## config.mk

```make
export PLATFORM = sky130hd
export DESIGN_NAME = shift_sequencer
export DESIGN_NICKNAME = d
export VERILOG_FILES = /design/src/rtl/shift_sequencer.sv
export SDC_FILE = /design/constraint.sdc
export NUM_CORES = 1
export LEC_CHECK = 0
export ABC_AREA = 1
export CORE_ASPECT_RATIO = 0.8
export CORE_MARGIN = 3
export CORE_UTILIZATION = 30
export DETAILED_ROUTE_END_ITERATION = 7
export HOLD_SLACK_MARGIN = 0.02
export SLEW_MARGIN = 15
export SYNTH_ARGS = -nofsm -noshare
export SYNTH_HDL_FRONTEND = slang
export SYNTH_SLANG_ARGS = --single-unit
```

## constraint.sdc

```tcl
create_clock -name clk -period 1.9 [get_ports clk]
set_input_delay 0.285 -clock clk [delete_from_list [all_inputs] [get_ports clk]]
set_output_delay 0.285 -clock clk [all_outputs]
set_load 0.05 [all_outputs]
```

## src/rtl/shift_sequencer.sv

```systemverilog
// Multi-cycle operand-2 shifter sequencer for the execute stage.
// Computes the ARM shifter operand and carry-out at STEP bits per clock. While it works it stalls the pipeline.
module shift_sequencer #(
  parameter int STEP = 1
) (
  input  logic        clk,
  input  logic        rst_n,
  input  logic        start,
  input  logic [31:0] rm_in,
  input  logic [11:0] shift_in,
  input  logic [2:0]  type_in,
  input  logic        carry_in,
  output logic [31:0] shifter_out,
  output logic        shifter_carry_out,
  output logic        done,
  output logic        busy,
  output logic        stall,
  output logic [1:0]  dbg_state
);

  typedef enum logic [1:0] {S_IDLE, S_LOAD, S_SHIFT, S_DONE} state_e;
  typedef enum logic [2:0] {OP_LSL, OP_LSR, OP_ASR, OP_ROR, OP_RRX} op_e;

  localparam logic [5:0] STEP_W = 6'(STEP);

  // Handshake: start is a single-cycle request, accepted only in IDLE or DONE.
  // done pulses for exactly one cycle. The result stays on shifter_out until the next done.
  state_e      state_q, state_d;
  op_e         op_q, op_d;
  logic [31:0] rm_q, rm_d;
  logic [11:0] sh_q, sh_d;
  logic [2:0]  ty_q, ty_d;
  logic        cin_q, cin_d;
  logic [31:0] w_q, w_d;
  logic        c_q, c_d;
  logic [5:0]  n_q, n_d;
  logic [31:0] out_q, out_d;
  logic        cout_q, cout_d;

  logic [4:0]  amt;
  logic [5:0]  k;
  logic [31:0] wt;
  logic        ct;

  always_ff @(posedge clk or negedge rst_n) begin
    if (!rst_n) begin
      state_q <= S_IDLE;
      op_q    <= OP_LSL;
      rm_q    <= '0;
      sh_q    <= '0;
      ty_q    <= '0;
      cin_q   <= 1'b0;
      w_q     <= '0;
      c_q     <= 1'b0;
      n_q     <= '0;
      out_q   <= '0;
      cout_q  <= 1'b0;
    end else begin
      state_q <= state_d;
      op_q    <= op_d;
      rm_q    <= rm_d;
      sh_q    <= sh_d;
      ty_q    <= ty_d;
      cin_q   <= cin_d;
      w_q     <= w_d;
      c_q     <= c_d;
      n_q     <= n_d;
      out_q   <= out_d;
      cout_q  <= cout_d;
    end
  end

  always_comb begin
    state_d = state_q;
    op_d    = op_q;
    rm_d    = rm_q;
    sh_d    = sh_q;
    ty_d    = ty_q;
    cin_d   = cin_q;
    w_d     = w_q;
    c_d     = c_q;
    n_d     = n_q;
    out_d   = out_q;
    cout_d  = cout_q;
    amt     = sh_q[11:7];
    k       = (n_q < STEP_W) ? n_q : STEP_W;
    wt      = w_q;
    ct      = c_q;

    case (state_q)
      S_IDLE, S_DONE: begin
        if (start) begin
          state_d = S_LOAD;
          rm_d    = rm_in;
          sh_d    = shift_in;
          ty_d    = type_in;
          cin_d   = carry_in;
        end else begin
          state_d = S_IDLE;
        end
      end
      S_LOAD: begin
        c_d  = cin_q;
        w_d  = rm_q;
        op_d = OP_LSL;
        n_d  = '0;
        case (ty_q)
          3'b001: begin
            w_d  = {24'b0, sh_q[7:0]};
            op_d = OP_ROR;
            n_d  = {1'b0, sh_q[11:8], 1'b0};
          end
          3'b000: begin
            // An immediate amount of 0 encodes #32 for LSR/ASR and RRX for ROR.
            case (sh_q[6:5])
              2'b00: begin op_d = OP_LSL; n_d = {1'b0, amt}; end
              2'b01: begin op_d = OP_LSR; n_d = (amt == 5'd0) ? 6'd32 : {1'b0, amt}; end
              2'b10: begin op_d = OP_ASR; n_d = (amt == 5'd0) ? 6'd32 : {1'b0, amt}; end
              default: begin
                op_d = (amt == 5'd0) ? OP_RRX : OP_ROR;
                n_d  = (amt == 5'd0) ? 6'd1 : {1'b0, amt};
              end
            endcase
          end
          3'b010: w_d = {20'b0, sh_q};
          default: w_d = rm_q;
        endcase
        state_d = (n_d != 6'd0) ? S_SHIFT : S_DONE;
      end
      S_SHIFT: begin
        for (int i = 0; i < STEP; i++) begin
          if (6'(i) < k) begin
            case (op_q)
              OP_LSL:  begin ct = wt[31]; wt = {wt[30:0], 1'b0}; end
              OP_LSR:  begin ct = wt[0];  wt = {1'b0, wt[31:1]}; end
              OP_ASR:  begin ct = wt[0];  wt = {wt[31], wt[31:1]}; end
              OP_ROR:  begin ct = wt[0];  wt = {wt[0], wt[31:1]}; end
              OP_RRX:  begin wt = {ct, wt[31:1]}; ct = w_q[0]; end
              default: begin ct = ct; wt = wt; end
            endcase
          end
        end
        w_d = wt;
        c_d = ct;
        n_d = n_q - k;
        if (n_d == 6'd0) state_d = S_DONE;
      end
      default: state_d = S_IDLE;
    endcase

    // The outputs are loaded only on the transition into DONE.
    if (state_d == S_DONE) begin
      out_d  = w_d;
      cout_d = c_d;
    end
  end

  assign shifter_out       = out_q;
  assign shifter_carry_out = cout_q;
  assign done              = (state_q == S_DONE);
  assign busy              = (state_q == S_LOAD) || (state_q == S_SHIFT);
  assign stall             = busy | (start & (state_q == S_IDLE));
  assign dbg_state         = state_q;

endmodule

```

---- Word level (Yosys, flattened, before mapping) ----
Index checks and enable logic that the tools add are counted.
storage, ports and cells
  flip-flop bits (word level) ............. 125
  latch bits .............................. 0
  bits in writable memories ............... 0
  memory bits (read-only) ................. 0
  input bits .............................. 51
  output and inout bits ................... 38
  logic and storage cells ................. 62
  memories kept ........................... 0
operators by class
  $add $sub $neg .......................... 1
  $mul .................................... 0
  div/mod/pow operators ................... 0
  magnitude comparators ................... 2
  eq/ne operators ......................... 12
  shift-type cells ........................ 0
  mux-type cells .......................... 21
  bitwise operators ....................... 2
  reduce and logical (&&, ||, !) cells .... 13
operators by type and width
  operator            count
  $pmux 32 s5         1
  $pmux 32 s2         2
  $pmux 6 s2          3
  $mux 32             1
  $mux 6              3
  $eq 3x2->1 const B  3
  $pmux 3 s3          1
  $eq 2x2->1 const B  4
  $eq 3x1->1 const B  2
  $logic_not 3->1     2
  $logic_not 6->1     1
  $lt 1x6->1 const A  1
  $lt 6x1->1 const B  1
  $pmux 2 s3          1
  $pmux 3 s2          1
  $reduce_bool 6->1   1
  $sub 6x6->6         1
  $logic_not 5->1     1
  $mux 5              1
  $eq 2x1->1 const B  2
  $logic_not 2->1     2
  $pmux 1 s2          2
  $reduce_or 2->1     2
  $reduce_or 4->1     1
  9 further kinds     11

---- Depth between registers and ports, before layout ----
Gate-level depths: netlist (run 1).
  word-level depth ........................ 9
  mapped depth ............................ 16
  depth with buffers taken out ............ 15

---- Worst setup path after synthesis (run 1) ----
No wires, ideal clock.
  kind .................................... reg2out
  from .................................... reg state_q[0] (netlist: dbg_state[0])
  to ...................................... out stall
  data arrival time ....................... 2.395 ns
  required time ........................... 1.615 ns
  path slack .............................. -0.780 ns
  stages on the path, launching flop included .. 7
  buffers on the path ..................... 2
  cell sequence ........................... dfrtp_1 inv_1 ha_1 clkbuf_1 clkinv_1 clkbuf_1 nand2_1
on the way
  cells in the longest elaborated chain, start to end .. 3
  elaborated cells between the ends (all ways) .. 6
  classes of those cells .................. eq/ne (2); bitwise (2); reduce/logical (2)
RTL lines
  element                                          RTL line  text
  from (decl)                                      28        state_e state_q, state_d;
  from (signal assigned)                           59        state_q <= state_d;
  $eq 2x1->1 / $eq 2x2->1 (equally long branches)  161       assign busy = (state_q == S_LOAD) || (state_q == S_SHIFT);
  $logic_or 1x1->1 (*)                             161
  net busy                                         16        output logic busy,
  $or 1x1->1 (*)                                   162       assign stall = busy | (start & (state_q == S_IDLE));
  to (decl)                                        17        output logic stall,
The timed path passes the listed nets; every way through them passes the cells marked *.

---- Worst setup path in the final report (run 1) ----
  from .................................... reg n_q[3]
  to ...................................... reg out_q[12] (netlist: shifter_out[12])
on the way
  cells in the longest elaborated chain, start to end .. 7
  elaborated cells between the ends (all ways) .. 10
  classes of those cells .................. add/sub (1); order compare (2); eq/ne (1); mux (5); reduce/logical (1)
RTL lines
  element                 RTL line  text
  from (decl)             36        logic [5:0] n_q, n_d;
  from (signal assigned)  67        n_q <= n_d;
  $lt 6x1->1              86        k = (n_q < STEP_W) ? n_q : STEP_W;
  $mux 6                  86
  $sub 6x6->6             145       n_d = n_q - k;
  $logic_not 6->1         146       if (n_d == 6'd0) state_d = S_DONE;
  $mux 2                  146
  $pmux 2 s3              90        case (state_q)
  $eq 2x2->1              152       if (state_d == S_DONE) begin
  to (signal assigned)    68        out_q <= out_d;
  to (decl)               37        logic [31:0] out_q, out_d;
Several ways; a longest one is shown, not always the timed one.
A chain may end at the register's enable or synchronous reset.

==> impl_metrics.json, run 1 <==
{
  "startpoint_type": "register",
  "drive_gt1_frac": 0.2576,
  "clk_path_buf_depth": 2,
  "violations": "negative setup slack",
  "die_x_um": 170.8,
  "grt_max_degree": 80,
  "ys_warn_count": 0,
  "drcViolationCount": 0,
  "rsz0062_at_grt": "yes",
  "netlist_area_sq_um": 6521,
  "max_freq_ghz": 0.5037,
  "skew_ps": 8.083,
  "cts_root_buffer": "clkbuf_16",
  "fin_crit_sh": 1.045,
  "grt_pass1_vias": 5370,
  "track_usage": 0.1571,
  "tightest_slew_ps": 599.0,
  "dr.first_iter.drc_count": 307,
  "worstPathArrival_ps": 2350,
  "first_pass_iters": 4,
  "slew_violations": 0,
  "avgSynthCellArea_sq_um": 8.404,
  "setup_ws_ps": -85.20,
  "reg2reg_depth": 15,
  "viasPerCell": 4.660,
  "final_hold_viol_count": 0,
  "area_delta_synth_final_pct": 34.94,
  "initial_utilization": 0.3106,
  "cp_cell_sequence": "nor2_4 > nand3_4 > nand2_4 > ha_4 > inv_2 > nand2_2 > nand2_2 > nor2_1 > nand3_1 > nand2_1 > nand2_2 > a21oi_4 > buf_6 > nand2_1 > nand2_1",
  "fillers": 2022,
  "wirelength_mm": 18.13,
  "vias": 5541,
  "path_class": "register to register",
  "ant_nets": 0,
  "core_sq_um": 20990,
  "final_cell_mix": "192 x nand2_1, 123 x dfrtp_1, 109 x nor2_1",
  "clk_latency_ps": 420,
  "worst-path-max-fanout": 12,
  "insertedDiodeCount": 0,
  "relSlewSlack": 0.6007,
  "grt_overflow_total": 0,
  "clkTransAtPathRegs_ps": 60,
  "synth_nets": 836,
  "ys_types": 36,
  "die_h_um": 137.9,
  "ios": 89,
  "setup_viol": 33,
  "ys_ff_latch": 125,
  "required_ps": 2260,
  "grt_pass1_wl_mm": 28.95,
  "drv_cap": 0,
  "final_common_cell": "nand2_1",
  "min_period_ps": 1985,
  "status": "finished with violations",
  "htree_levels": 4,
  "seq_area_frac_synth": 0.4797,
  "critPathCaptureType": "register",
  "fin_setup_tns_ps": -2024,
  "slowest_delay_ps": 400,
  "numPortBuffers": 88,
  "antenna_found_initial": 0,
  "hp-class": "input pin to async pin",
  "syn_inst": 776,
  "rows": 47,
  "gp_congestion": 0.8303,
  "cts-buffers-inserted": 17,
  "wl_per_cell_um": 15.25,
  "die_area_sq_um": 23550,
  "finalNetCount": 968,
  "crit_path_top_delay_cell": "dfrtp_1",
  "clock-sinks": 125,
  "cts_tree": "yes",
  "hpwl_mm": 12.30
}
-- synthesized netlist by cell type (all sizes together) --
master,instances,share of area
a31oi,2,0.0019
clkinv,1,0.00058
clkbuf,8,0.0046
buf,32,0.031
nor2,118,0.075
ha,9,0.017
dfrtp,125,0.48
mux2,37,0.064
nand4,1,0.00096
inv,51,0.030
nand3,30,0.028
a21oi,88,0.077
o211ai,10,0.012
nand3b,3,0.0035
o22ai,9,0.0086
a22oi,4,0.0054
nand2,221,0.14
o21ai,25,0.020
xor2,2,0.0027
-- registers in the layout, indices dropped and copies added (netlist names), 2 cells and up --
signal / count
op_q: 3
n_q: 6
shifter_out: 32
ty_q: 3
rm_q: 32
dbg_state: 2
sh_q: 12
w_q: 32
-- metrics by stage --
stage          cells  cell area (sq um)  hold WS (ps)    util  setup slack, ps
2_1_floorplan    776               6623        -10.59       -           -12.69
3_3_place_gp    1142               8008         359.5  0.3814           -19.57
3_5_place_dp    1142               8008         358.1  0.3814           -78.79
4_1_cts         1180               8652         434.7  0.4121           -110.4
5_1_grt         1189               8800         445.5  0.4192           -244.2
6_report        1189               8800         421.7  0.4192           -85.20
-- cell type report --
class                   count  area, sq um  share of cell area
repair buffers            153         1509              0.1715
multi-input cells         559         3058              0.3475
flip-flops and latches    125         3131              0.3558
well taps                 269        336.6             0.03825
clock buffers              21        460.4             0.05232
inverters                  52        212.7             0.02417
clock inverters            10        92.59             0.01052
-- final timing paths --
path	from	end	slack, ps
max in group asynchronous	rst_n	dbg_state[1]	920
setup reg to reg	n_q[3]	shifter_out[12]	-90
min in group clk	type_in[0]	ty_q[0]	450
hold reg to reg	shifter_out[20]	shifter_out[20]	480
setup / recovery	n_q[3]	shifter_out[12]	-90
hold / removal	rst_n	dbg_state[0]	420
-- worst max-delay path: cells and delay by family, from the launching register on --
| kind | cells | cell delay [ps] |
|---|---|---|
| fa+ha+maj | 1 | 130 |
| compound gates | 1 | 210 |
| flops | 1 | 400 |
| simple gates | 11 | 950 |
| buf+inv | 2 | 220 |
-- metal layers --
metal  up-vias  GRT usage  part of all wire
met5         -          0                 0
met4         0    0.04602             0.012
met3        15    0.03961             0.049
met2       138     0.2146              0.41
met1      2610     0.2420              0.53
li1       2778          -                 -
-- logic make-up after synthesis --
logic type | synth area share
AOI/OAI and AO/OA | 0.1239
xor gates and xnor gates | 0.002687
adders and majority gates | 0.01727
buffers and inverters | 0.06639
DFF | 0.4797
muxes | 0.06389
and+or+nand+nor | 0.2462
-- what timing repair did --
| action | 4_1_cts | 5_1_grt |
|---|---|---|
| gates resized for setup | 11 | 25 |
| setup endpoints to repair | 38 | 43 |
| pin swaps | 2 | 12 |
| setup buffers | 5 | 9 |
| hold buffers | 1 | 0 |
| endpoints found under the hold margin | 125 | 0 |
| cloned | 1 | 3 |
Power of run 1 is not shown: default switching activity piles up to over one toggle a cycle in this logic, so the estimate is an artifact.
==> run 2: changes to the inputs <==
--- a/config.mk
+++ b/config.mk
@@ -11,6 +11,7 @@
 export CORE_UTILIZATION = 30
 export DETAILED_ROUTE_END_ITERATION = 7
 export HOLD_SLACK_MARGIN = 0.02
+export SKIP_CTS_REPAIR_TIMING = 1
 export SLEW_MARGIN = 15
 export SYNTH_ARGS = -nofsm -noshare
 export SYNTH_HDL_FRONTEND = slang
==> run 2 against run 1 <==
  * The flow still finishes with violations (negative setup slack)
  * Via count rose by 1.1%
  * Global-route usage shrank 0.18 points
  * Clock skew about the same
  * First-iteration DRC count down 8.8%
  * Hold slack better by 16 ps
  * Largest cell class is now multi-input combinational cells
==> impl_metrics.json, run 2 (synthesized netlist as in run 1, its figures left out) <==
{
  "initial_utilization": 0.3106,
  "grt_overflow_total": 0,
  "viasPerCell": 4.697,
  "drive_gt1_frac": 0.3009,
  "dr.first_iter.drc_count": 280,
  "gp_congestion": 0.8303,
  "final_hold_viol_count": 0,
  "path_class": "register to register",
  "final_common_cell": "nand2_1",
  "worst-path-max-fanout": 6,
  "drcViolationCount": 0,
  "crit_path_top_delay_cell": "dfrtp_1",
  "min_period_ps": 2057,
  "slowest_delay_ps": 400,
  "die_h_um": 137.9,
  "clock-sinks": 125,
  "cp_top_family": "simple AND/OR/NAND/NOR gates",
  "max_freq_ghz": 0.4860,
  "clk_path_buf_depth": 2,
  "violations": "negative setup slack",
  "relSlewSlack": 0.5993,
  "status": "finished with violations",
  "die_area_sq_um": 23550,
  "rows": 47,
  "reg2reg_depth": 16,
  "final_cell_mix": "162 x nand2_1, 123 x dfrtp_1, 107 x nor2_1",
  "reg2reg_from": "n_q[3]",
  "wirelength_mm": 19.02,
  "tightest_slew_ps": 601.1,
  "track_usage": 0.1553,
  "wl_per_cell_um": 15.94,
  "grt_max_degree": 80,
  "fin_crit_sh": 1.083,
  "cp.buffers_inverters": 3,
  "insertedDiodeCount": 0,
  "core_sq_um": 20990,
  "htree_levels": 4,
  "setup_viol": 33,
  "r2r_end": "shifter_out[31]",
  "cts-buffers-inserted": 17,
  "dpl_cell_area_sq_um": 8008,
  "ios": 89,
  "numPortBuffers": 88,
  "grt_pass1_wl_mm": 28.64,
  "drv_cap": 0,
  "hp-class": "input pin to async pin",
  "slew_violations": 0,
  "die_x_um": 170.8,
  "setup_ws_ps": -157.5,
  "startpoint_type": "register",
  "critPathCaptureType": "register",
  "cts_root_buffer": "clkbuf_16",
  "clk_latency_ps": 430,
  "antenna_found_initial": 0,
  "area_delta_synth_final_pct": 39.45,
  "worstPathArrival_ps": 2420,
  "required_ps": 2260,
  "skew_ps": 8.469,
  "first_pass_iters": 5,
  "finalNetCount": 972,
  "grt_pass1_vias": 5342,
  "rrSetupSlack_ps": -160,
  "fillers": 2000,
  "cp_cell_sequence": "nor2_4 > nand3_4 > nand2_4 > ha_4 > inv_2 > nand2_2 > nand2_2 > nor2_2 > nand3_1 > nand2_1 > nand2_2 > a21oi_4 > buf_12 > clkbuf_16 > nand2_2 > nand2_2",
  "cpMostUsedCell": "nand2_2",
  "cts_tree": "yes",
  "rsz0062_at_grt": "yes",
  "hpwl_mm": 12.30,
  "vias": 5604,
  "clkTransAtPathRegs_ps": 60,
  "fin_area_sq_um": 9094,
  "ant_nets": 0
}
[run 2: cell types whose count changed in the layout (fill, tap and decap cells not counted), moves of 4 or more]
cell	delta
nand2_1	-30
dlymetal6s2s_1	+4
dlygate4sd2_1	-4
nand2_2	+18
nand2_4	+13
a21oi_1	-5
a21oi_2	+4
[run 2: tightest hold or removal path: cells and delay by family]
kind | cells | cell delay [ps]
buf+inv | 3 | 990
[run 2: worst max path at each step]
stage                                 end         start  cells past startpoint
after CTS                           stall  dbg_state[0]                      6
after global routing      shifter_out[31]        n_q[3]                     16
after floorplan                   rm_q[0]  dbg_state[0]                      7
after detailed placement  shifter_out[10]        n_q[5]                     15
final                     shifter_out[31]        n_q[3]                     16
after global placement    shifter_out[10]        n_q[5]                     14
[run 2: layer usage]
metal  track usage  up-vias  routed length, um
met1        0.2393     2646               9962
li1              -     2795                  -
met4       0.04736        0                239
met3       0.03619       17                932
met2        0.2135      146               7886
met5             0        -                  0
[run 2: final cells by class]
type / instances / area [sq um] / area share
Multi-Input combinational cell: 560 / 3228 / 0.3550
Clock buffer: 21 / 460.4 / 0.05063
Clock inverter: 10 / 92.59 / 0.01018
Tap cell: 269 / 336.6 / 0.03701
Timing Repair Buffer: 156 / 1633 / 0.1796
Inverter: 52 / 212.7 / 0.02339
Sequential cell: 125 / 3131 / 0.3442
[run 2: metrics by stage]
step / setup TNS [ps] / util / worst slack [ps] / hold WS (ps) / cells
6_report: -4256 / 0.4332 / -157.5 / 437.9 / 1193
5_1_grt: -9363 / 0.4332 / -308.9 / 447.9 / 1193
4_1_cts: -3047 / 0.4078 / -272.7 / -89.80 / 1173
3_5_place_dp: -1602 / 0.3814 / -78.79 / 358.1 / 1142
3_3_place_gp: -80.72 / 0.3814 / -19.57 / 359.5 / 1142
2_1_floorplan: -436.9 / - / -12.69 / -10.59 / 776
Power of run 2 is left out for the same reason.
